## src/rtl/multi_alarm_clock.sv

```systemverilog
// multi_alarm_clock: 24 h HH:MM:SS timekeeper with N_ALARMS armable alarms, up/down
// editing, a shared registered 4-digit BCD display and a ring/snooze/stop state machine.
module multi_alarm_clock #(
  parameter int N_ALARMS   = 4,
  parameter int SNOOZE_MIN = 5,
  parameter int RING_MIN   = 1,
  localparam int SEL_W     = (N_ALARMS > 1) ? $clog2(N_ALARMS) : 1
) (
  input  logic                funct_clk,
  input  logic                rst,
  input  logic                sec_tick,
  input  logic [1:0]          mode,
  input  logic [SEL_W-1:0]    alarm_sel,
  input  logic                ENH,
  input  logic                ENM,
  input  logic                up,
  input  logic                down,
  input  logic                arm_toggle,
  input  logic                snooze,
  input  logic                stop,
  output logic [1:0]          H1,
  output logic [3:0]          H2,
  output logic [2:0]          M1,
  output logic [3:0]          M2,
  output logic [N_ALARMS-1:0] armed,
  output logic                ring,
  output logic [SEL_W-1:0]    ring_id
);

  typedef enum logic [1:0] {IDLE, RING, SNOOZE} ring_state_t;

  localparam logic [SEL_W:0] N_SEL      = (SEL_W + 1)'(N_ALARMS);
  localparam logic [5:0]     RING_MIN_L = 6'(RING_MIN);
  localparam logic [6:0]     SNOOZE_L   = 7'(SNOOZE_MIN);

  logic [4:0]       hour_q, nxt_hour, edit_hour, dl_hour, snz_hour, disp_hour;
  logic [5:0]       min_q, nxt_min, edit_min, dl_min, snz_min, disp_min;
  logic [5:0]       sec_q, nxt_sec;
  logic [6:0]       snz_sum;
  logic [4:0]       alarm_hour [N_ALARMS];
  logic [5:0]       alarm_min  [N_ALARMS];
  logic [SEL_W-1:0] sel, match_id;
  logic             time_edit_mode, alarm_edit_mode, field_edit;
  logic             rollover, match_hit, match, force_idle;
  ring_state_t      state;
  logic [5:0]       ring_timer;

  function automatic logic [4:0] step_hour(input logic [4:0] h, input logic inc);
    if (inc) return (h == 5'd23) ? 5'd0 : h + 5'd1;
    return (h == 5'd0) ? 5'd23 : h - 5'd1;
  endfunction

  function automatic logic [5:0] step_min(input logic [5:0] m, input logic inc);
    if (inc) return (m == 6'd59) ? 6'd0 : m + 6'd1;
    return (m == 6'd0) ? 6'd59 : m - 6'd1;
  endfunction

  function automatic logic [2:0] tens_of(input logic [5:0] v);
    if (v >= 6'd50) return 3'd5;
    if (v >= 6'd40) return 3'd4;
    if (v >= 6'd30) return 3'd3;
    if (v >= 6'd20) return 3'd2;
    if (v >= 6'd10) return 3'd1;
    return 3'd0;
  endfunction

  function automatic logic [3:0] ones_of(input logic [5:0] v);
    return 4'(v - 6'd10 * {3'b000, tens_of(v)});
  endfunction

  // Out-of-range selections fall back to alarm 0.
  assign sel             = ({1'b0, alarm_sel} < N_SEL) ? alarm_sel : '0;
  assign time_edit_mode  = (mode == 2'b01);
  assign alarm_edit_mode = (mode == 2'b10);
  assign field_edit      = (up != down) && (ENH || ENM);

  always_comb begin
    nxt_hour = hour_q;
    nxt_min  = min_q;
    nxt_sec  = sec_q;
    rollover = 1'b0;
    if (time_edit_mode) begin
      if (field_edit) begin
        nxt_sec = '0;
        if (ENH) nxt_hour = step_hour(hour_q, up);
        else     nxt_min  = step_min(min_q, up);
      end
    end else if (sec_tick) begin
      if (sec_q == 6'd59) begin
        nxt_sec  = '0;
        rollover = 1'b1;
        if (min_q == 6'd59) begin
          nxt_min  = '0;
          nxt_hour = step_hour(hour_q, 1'b1);
        end else begin
          nxt_min = min_q + 6'd1;
        end
      end else begin
        nxt_sec = sec_q + 6'd1;
      end
    end
  end

  always_comb begin
    edit_hour = alarm_hour[sel];
    edit_min  = alarm_min[sel];
    if (ENH) edit_hour = step_hour(alarm_hour[sel], up);
    else     edit_min  = step_min(alarm_min[sel], up);
  end

  // Scan downwards so the lowest matching index is the one left standing.
  always_comb begin
    match_hit = 1'b0;
    match_id  = '0;
    for (int k = N_ALARMS - 1; k >= 0; k--) begin
      if (armed[k] && alarm_hour[k] == nxt_hour && alarm_min[k] == nxt_min) begin
        match_hit = 1'b1;
        match_id  = SEL_W'(k);
      end
    end
    match = rollover && match_hit;
  end

  always_comb begin
    snz_sum  = {1'b0, min_q} + SNOOZE_L;
    snz_hour = hour_q;
    snz_min  = snz_sum[5:0];
    if (snz_sum >= 7'd60) begin
      snz_min  = 6'(snz_sum - 7'd60);
      snz_hour = step_hour(hour_q, 1'b1);
    end
  end

  assign force_idle = time_edit_mode ||
                      (alarm_edit_mode && arm_toggle && state != IDLE &&
                       sel == ring_id && armed[sel]);

  // Time, alarm registers and the display latch, all from the same next-state values.
  always_ff @(posedge funct_clk) begin
    if (rst) begin
      hour_q    <= '0;
      min_q     <= '0;
      sec_q     <= '0;
      armed     <= '0;
      disp_hour <= '0;
      disp_min  <= '0;
      for (int k = 0; k < N_ALARMS; k++) begin
        alarm_hour[k] <= '0;
        alarm_min[k]  <= '0;
      end
    end else begin
      hour_q <= nxt_hour;
      min_q  <= nxt_min;
      sec_q  <= nxt_sec;
      if (alarm_edit_mode) begin
        if (field_edit) begin
          alarm_hour[sel] <= edit_hour;
          alarm_min[sel]  <= edit_min;
        end
        if (arm_toggle) armed[sel] <= ~armed[sel];
        disp_hour <= field_edit ? edit_hour : alarm_hour[sel];
        disp_min  <= field_edit ? edit_min  : alarm_min[sel];
      end else begin
        disp_hour <= nxt_hour;
        disp_min  <= nxt_min;
      end
    end
  end

  // Ring state machine; ring_timer counts the minute rollovers left before auto-off.
  always_ff @(posedge funct_clk) begin
    if (rst) begin
      state      <= IDLE;
      ring       <= 1'b0;
      ring_id    <= '0;
      ring_timer <= '0;
      dl_hour    <= '0;
      dl_min     <= '0;
    end else if (force_idle) begin
      state <= IDLE;
      ring  <= 1'b0;
    end else begin
      case (state)
        IDLE: begin
          if (match) begin
            state      <= RING;
            ring       <= 1'b1;
            ring_id    <= match_id;
            ring_timer <= RING_MIN_L;
          end
        end
        RING: begin
          if (stop) begin
            state <= IDLE;
            ring  <= 1'b0;
          end else if (snooze) begin
            state   <= SNOOZE;
            ring    <= 1'b0;
            dl_hour <= snz_hour;
            dl_min  <= snz_min;
          end else if (rollover) begin
            if (ring_timer <= 6'd1) begin
              state <= IDLE;
              ring  <= 1'b0;
            end else begin
              ring_timer <= ring_timer - 6'd1;
            end
          end
        end
        SNOOZE: begin
          if (stop) begin
            state <= IDLE;
            ring  <= 1'b0;
          end else if (rollover && nxt_hour == dl_hour && nxt_min == dl_min) begin
            state      <= RING;
            ring       <= 1'b1;
            ring_timer <= RING_MIN_L;
          end
        end
        default: begin
          state <= IDLE;
          ring  <= 1'b0;
        end
      endcase
    end
  end

  assign H1 = 2'(tens_of({1'b0, disp_hour}));
  assign H2 = ones_of({1'b0, disp_hour});
  assign M1 = tens_of(disp_min);
  assign M2 = ones_of(disp_min);

endmodule

```

## config.mk

```make
export PLATFORM = sky130hd
export DESIGN_NAME = multi_alarm_clock
export DESIGN_NICKNAME = d
export VERILOG_FILES = /design/src/rtl/multi_alarm_clock.sv
export SDC_FILE = /design/constraint.sdc
export NUM_CORES = 1
export LEC_CHECK = 0
export ABC_AREA = 1
export CAP_MARGIN = 30
export CORE_MARGIN = 4
export CORE_UTILIZATION = 50
export CTS_CLUSTER_SIZE = 12
export DETAILED_ROUTE_END_ITERATION = 16
export PLACE_DENSITY = 0.67
export SLEW_MARGIN = 20
export SYNTH_ARGS = -nofsm -noshare
export SYNTH_HDL_FRONTEND = slang
export SYNTH_SLANG_ARGS = --single-unit
export TNS_END_PERCENT = 30
```

## constraint.sdc

```tcl
create_clock -name funct_clk -period 2.45 [get_ports funct_clk]
set_input_delay 0.3675 -clock funct_clk [delete_from_list [all_inputs] [get_ports funct_clk]]
set_output_delay 0.3675 -clock funct_clk [all_outputs]
set_load 0.05 [all_outputs]
```

## Word-level counts from Yosys, hierarchy flattened

Memories as Yosys holds them, arrays and structs flattened.
Index checks and enable logic that the tools add are counted.

| word-level totals | value |
|---|---|
| bits in registers | 54 |
| bits in writable memories | 44 |
| input port bits | 14 |
| output and inout bits | 20 |
| logic and storage cells | 270 |
| memories | 2 |

Memories:

| name | depth | bits a word | read ports | clocked after memory_dff | wr ports | RTL line | source |
|---|---|---|---|---|---|---|---|
| alarm_min | 4 | 6 | 5 | 0 | 4 | 41 | `logic [5:0] alarm_min [N_ALARMS];` |
| alarm_hour | 4 | 5 | 5 | 0 | 4 | 40 | `logic [4:0] alarm_hour [N_ALARMS];` |

| operators by class | value |
|---|---|
| add/sub/neg operators | 14 |
| multiply operators | 2 |
| order comparisons | 14 |
| equality and inequality tests | 32 |
| muxes and demuxes | 155 |
| bitwise operators | 3 |
| reductions and logical operators | 36 |

Operators with widths:

| cell | count |
|---|---|
| two-way mux 6 bit | 29 |
| two-way mux 5 bit | 21 |
| two-way mux 1 bit | 66 |
| two-way mux 3 bit | 20 |
| equality test 6 bit | 5 |
| two-way mux 2 bit | 13 |
| equality test 5 bit | 5 |
| adder 6 x 1 -> 6 bit (second input constant) | 3 |
| equality test 6 bit (second input constant) | 3 |
| one-hot mux 6 bit (3 select lines) | 1 |
| subtractor 6 x 1 -> 6 bit (second input constant) | 3 |
| logical AND 1 bit | 17 |
| != test 2 bit (second input constant) | 7 |
| greater-or-equal comparator 5 x 6 -> 1 bit (second input constant) | 2 |
| greater-or-equal comparator 6 x 5 -> 1 bit (second input constant) | 2 |
| greater-or-equal comparator 6 bit (second input constant) | 2 |
| zero test 6 bit | 2 |
| adder 5 x 1 -> 5 bit (second input constant) | 2 |
| equality test 5 bit (second input constant) | 2 |
| greater-or-equal comparator 5 bit (second input constant) | 2 |
| zero test 5 bit | 2 |
| subtractor 5 x 1 -> 5 bit (second input constant) | 2 |
| AND reduction 9 bit | 1 |
| != test 4 bit (second input constant) | 2 |
| other kinds (32) | 42 |

## Longest topological paths before layout

| logic depth | value |
|---|---|
| word-level depth | 20 |
| depth in mapped cells | 24 |
| depth with buffers taken out | 23 |

## Least setup slack after synthesis

Ideal clock, no wire load.

| timing path | value |
|---|---|
| kind | reg2out |
| from | register disp_min[3] |
| to | output M2[3] |
| data arrival time | 3.408 ns |
| data required time | 2.082 ns |
| setup slack | -1.325 ns |
| cell stages (with the launch flop) | 10 |
| buffers on the path | 0 |
| cells stage by stage | dfxtp_1 > inv_1 > a21oi_1 > inv_1 > nand2_1 > nand2_1 > ha_1 > fa_1 > xnor2_1 > xor2_1 |

| between the ends | value |
|---|---|
| word-level cells in the longest chain between the ends | 13 |

RTL lines:

| element | RTL line | source |
|---|---|---|
| start, declared | 37 | `logic [5:0] min_q, nxt_min, edit_min, dl_min, snz_min, disp_min;` |
| start signal, assigned | 162 | `disp_min <= field_edit ? edit_min : alarm_min[sel];` |
| start signal, assigned | 165 | `disp_min <= nxt_min;` |
| greater-or-equal comparator 6 x 4 -> 1 bit | -- |  |
| two-way mux 1 bit (5 in series) | -- |  |
| two-way mux 3 bit (4 in series) | -- |  |
| two-way mux 3 bit * | -- |  |
| via M1[2] | 23 | `output logic [2:0] M1,` |
| multiplier 3 x 3 -> 3 bit * | 68 | `return 4'(v - 6'd10 * {3'b000, tens_of(v)});` |
| subtractor 4 bit * | 68 |  |
| end, declared | 24 | `output logic [3:0] M2,` |

Mark *: on every way through the listed nets, which the timed path passes. The rest lies on a longest branch. The select of a mux whose other input is x is not followed.

## Worst setup path in the final report

| timing path | value |
|---|---|
| from | register disp_min[2] |
| to | output M2[3] |

| between the ends | value |
|---|---|
| word-level cells in the longest chain between the ends | 13 |

RTL lines:

| element | RTL line | source |
|---|---|---|
| greater-or-equal comparator 6 x 4 -> 1 bit | 63 | `if (v >= 6'd10) return 3'd1;` |
| two-way mux 1 bit (2 in series) | 63 |  |
| two-way mux 1 bit | 62 | `if (v >= 6'd20) return 3'd2;` |
| two-way mux 1 bit | 61 | `if (v >= 6'd30) return 3'd3;` |
| two-way mux 1 bit | 60 | `if (v >= 6'd40) return 3'd4;` |
| two-way mux 3 bit | 64 | `return 3'd0;` |
| two-way mux 3 bit | 63 |  |
| two-way mux 3 bit | 62 |  |
| two-way mux 3 bit | 61 |  |
| two-way mux 3 bit | 60 |  |
| multiplier 3 x 3 -> 3 bit | 68 |  |
| subtractor 4 bit * | 68 |  |

Every way passes the cells marked *; elsewhere a longest branch is shown, timed or not. The select of a mux whose other input is x is not followed.

==> results.ini <==
[setup_path]
crit-reg2reg-launch=min_q[1]
reg2reg_setup_slack_ns=-0.24
worst_path_max_delay_cell=sky130_fd_sc_hd__fa_2
worst-setup-path-type=flip-flop to output pin
cp_max_fo=3
cell_family_with_most_cp_delay=buffers and inverters
cp_data_arrival_time_ns=2.42
cp_common_cell=sky130_fd_sc_hd__buf_4
critical_path.cell_chain=inv_2 -> buf_4 -> buf_4 -> buf_4 -> buf_4 -> buf_4 -> buf_4 -> fa_2 -> xnor2_4 -> xor2_4 -> buf_12
worst_setup_path_start_kind=flip-flop
setup.worst_path.end_class=output pin
worstPathRequired_ns=2.08
crit_path_max_incr_delay_ns=0.39
worst_r2r_endpoint=ring_timer[1]
crit_buf_inv=8
r2r_cells=23

[synth]
yosys-top-cells-area=sky130_fd_sc_hd__edfxtp_1, sky130_fd_sc_hd__dfxtp_1, sky130_fd_sc_hd__nand2_1
syn-mean-instance-area_sq_um=6.78
synth_edf_count=44
synth.most_common_cell=sky130_fd_sc_hd__nand2_1
post-synth-top-area-fraction_pct=17.9
synth.cell_area_sq_um=7370
synth_sequential_area_ratio_pct=32.6
netlist-cell-type-count=53
synth_flop_cell=sky130_fd_sc_hd__dfxtp_1
yosys_register_bits=98
synth_common_cells=sky130_fd_sc_hd__nand2_1, sky130_fd_sc_hd__nor2_1, sky130_fd_sc_hd__inv_1, sky130_fd_sc_hd__nand3_1, sky130_fd_sc_hd__a21oi_1
netlist.top_cell.by_area=sky130_fd_sc_hd__edfxtp_1
syn-num-nets=1120
ys_warn_count=0
synthArstFlopShare_pct=0
post_synth_inst_count=1087

[placed_design]
total_of_buffers_placed_on_input_and_output_ports=33
detailedPlacementHpwl_um=18900
placed_area_sq_um=9500
finalWeightedCongestion=0.937

[global_routing]
vias_in_the_first_global_route=7848
grt_max_degree=26
gr-usage-all-layers_pct=30.6
grt_antenna_before_repair=0
grt_overflow=0
grt_first_pass_wirelength_um=39800

[power]
peakVddDrop_uv=644
p_per_area_nw_per_um2=480
leakage_nw=4.99

[floorplanning]
floorplan_core_area_sq_um=14500
rows=44
die_width_um=129
die_h_um=129
design.die.area_sq_um=16800
floorplan.io_pins=34
start_util_pct=50.9

[detailed_routing]
postRouteAntennaNets=0
drt_first_iter_violations=641
detail_route.first_pass.iterations=5
totalWireLength_um=25500
viasPerCell=5.47
avgRoutedWirePerCell_um=16.6
detail_route.drc_violations=0
count_of_vias_placed_by_the_detailed_router=8411

[clock_tree]
cts_inserted_buffers=9
numClockSinks=98
clkLatencyLatePin_ns=0.37
max-clock-path-buffers=2
cts_tree=built
clk_pin_slew_worst_paths_ns=0.08
clock_tree.htree_level_count=3
hold_buf_cts=0
cts_root_buffer=sky130_fd_sc_hd__clkbuf_16

[min_path]
hold_path.startpoint=ring_id[1]
min-delay-path-class=flip-flop to flip-flop
worstHoldEndpoint=ring_id[1]
hold_depth=2

[flow_run]
timing.max_cap.violations=0

[run_status]
failed_checks=setup timing
status=complete, but fails checks

[timing]
final_period_minus_worst_setup_slack_ns=2.79
slew_viol_final=0
totalNegativeSetupSlack_ns=-2.57
timing.clock.skew_ns=0.00755
hold_viol_final=0
achievable-frequency_mhz=358
layout_worst_path_cycle_share_pct=114
slew_headroom_pct=64.1
fin_ws_ns=-0.342
worst_slew_pin_slew_ns=0.532
grt_setup_unrepaired=yes
finalSetupViolCount=12

[cells_and_area]
final_non_filler_cell_area_sq_um=10800
drive_above_1_share_pct=36.5
antenna_cells=0
final_net_count=1383
postLayoutCoreUtil_pct=74.8
synthToLayoutAreaGrowth_pct=46.8

[cell families (layout without fill, tap and decap cells)]
logic type	Yosys count	in the layout	synth area share, %
xor gates and xnor gates	29	29	3.55
AOI/OAI and AO/OA	201	201	15.6
DFF	98	98	32.6
buffers and inverters	182	448	10.0
and+or+nand+nor	558	560	34.8
adders and majority gates	19	19	3.43
[tightest hold or removal path: stages (launching register included)]
cell and delay (ns):
sky130_fd_sc_hd__dfxtp_1 0.33, sky130_fd_sc_hd__inv_1 0.07, sky130_fd_sc_hd__a21oi_1 0.06
[how the worst max path moves through the flow]
stage / startpoint / end / slack [ns] / cells after the start
2_1_floorplan: disp_min[3] / M2[3] / -0.18 / 9
6_report: disp_min[2] / M2[3] / -0.34 / 11
5_1_grt: hour_q[0] / ring_timer[0] / -0.43 / 22
4_1_cts: disp_min[2] / M2[3] / -0.32 / 11
3_5_place_dp: alarm_sel[0] / alarm_min[2][4] / -0.84 / 15
3_3_place_gp: alarm_sel[0] / alarm_min[2][4] / -0.77 / 15
[layout by cell type, fill, tap and decap left out, types with 11 or more instances in the layout]
cell type                           n
sky130_fd_sc_hd__buf_4            239
sky130_fd_sc_hd__nand2_1          210
sky130_fd_sc_hd__inv_1            125
sky130_fd_sc_hd__nor2_1           119
sky130_fd_sc_hd__nand3_1           74
sky130_fd_sc_hd__a21oi_1           57
sky130_fd_sc_hd__o21ai_0           48
sky130_fd_sc_hd__edfxtp_1          44
sky130_fd_sc_hd__dfxtp_1           41
sky130_fd_sc_hd__nand2_2           40
sky130_fd_sc_hd__nor2_2            24
sky130_fd_sc_hd__clkdlybuf4s50_1   21
sky130_fd_sc_hd__a21oi_2           19
sky130_fd_sc_hd__nand2_4           18
sky130_fd_sc_hd__nand3_2           18
sky130_fd_sc_hd__xor2_1            17
sky130_fd_sc_hd__inv_2             16
sky130_fd_sc_hd__o22ai_1           13
sky130_fd_sc_hd__o21ai_1           12
sky130_fd_sc_hd__nand3b_1          12
sky130_fd_sc_hd__o21ai_2           11
sky130_fd_sc_hd__dfxtp_2           11
sky130_fd_sc_hd__buf_6             11
[power breakdown]
| part | total [mW] | switching (mW) | internal, mW |
|---|---|---|---|
| clock network | 1.47 | 0.742 | 0.732 |
| logic | 1.88 | 1.04 | 0.841 |
| registers | 1.84 | 0.0685 | 1.77 |
| total | 5.20 | 1.85 | 3.34 |
[state kept, by name (all words and copies together) (netlist names), 6 cells and up]
register    cells
dl_min          6
alarm_min      24
min_q           6
ring_timer      6
disp_min        6
alarm_hour     20
sec_q           6
[per-layer routing]
layer  GRT usage (%)  wire length (um)
met4            15.6              1350
met3            5.15              1710
met1            40.2             10700
met5               0                 0
met2            48.6             11800
[area by class of cell]
type | count | area (sq um)
well taps | 184 | 230
inverters | 147 | 566
clock buffers | 9 | 225
repair buffers | 285 | 2350
clock inverters | 7 | 76.3
fillers | 1148 | 3650
flip-flops and latches | 98 | 2420
multi-input cells | 809 | 4960
[stage by stage]
step                      cells  hold WS, ns  power, mW  setup slack, ns
after floorplan            1087        0.454       2.77           -0.180
after global placement     1478        0.475       3.50           -0.772
after detailed placement   1478        0.481       3.51           -0.842
after CTS                  1531        0.496       5.10           -0.323
after global routing       1539        0.517       5.41           -0.433
final                      1539        0.496       5.20           -0.342
[repair_timing]
action,CTS,global route
buffers inserted,35,8
endpoints found under the setup margin,72,70
pin swaps,58,41
cloned,2,0
gates resized for setup,115,88
No activity file was read; power rests on OpenSTA's default activity.
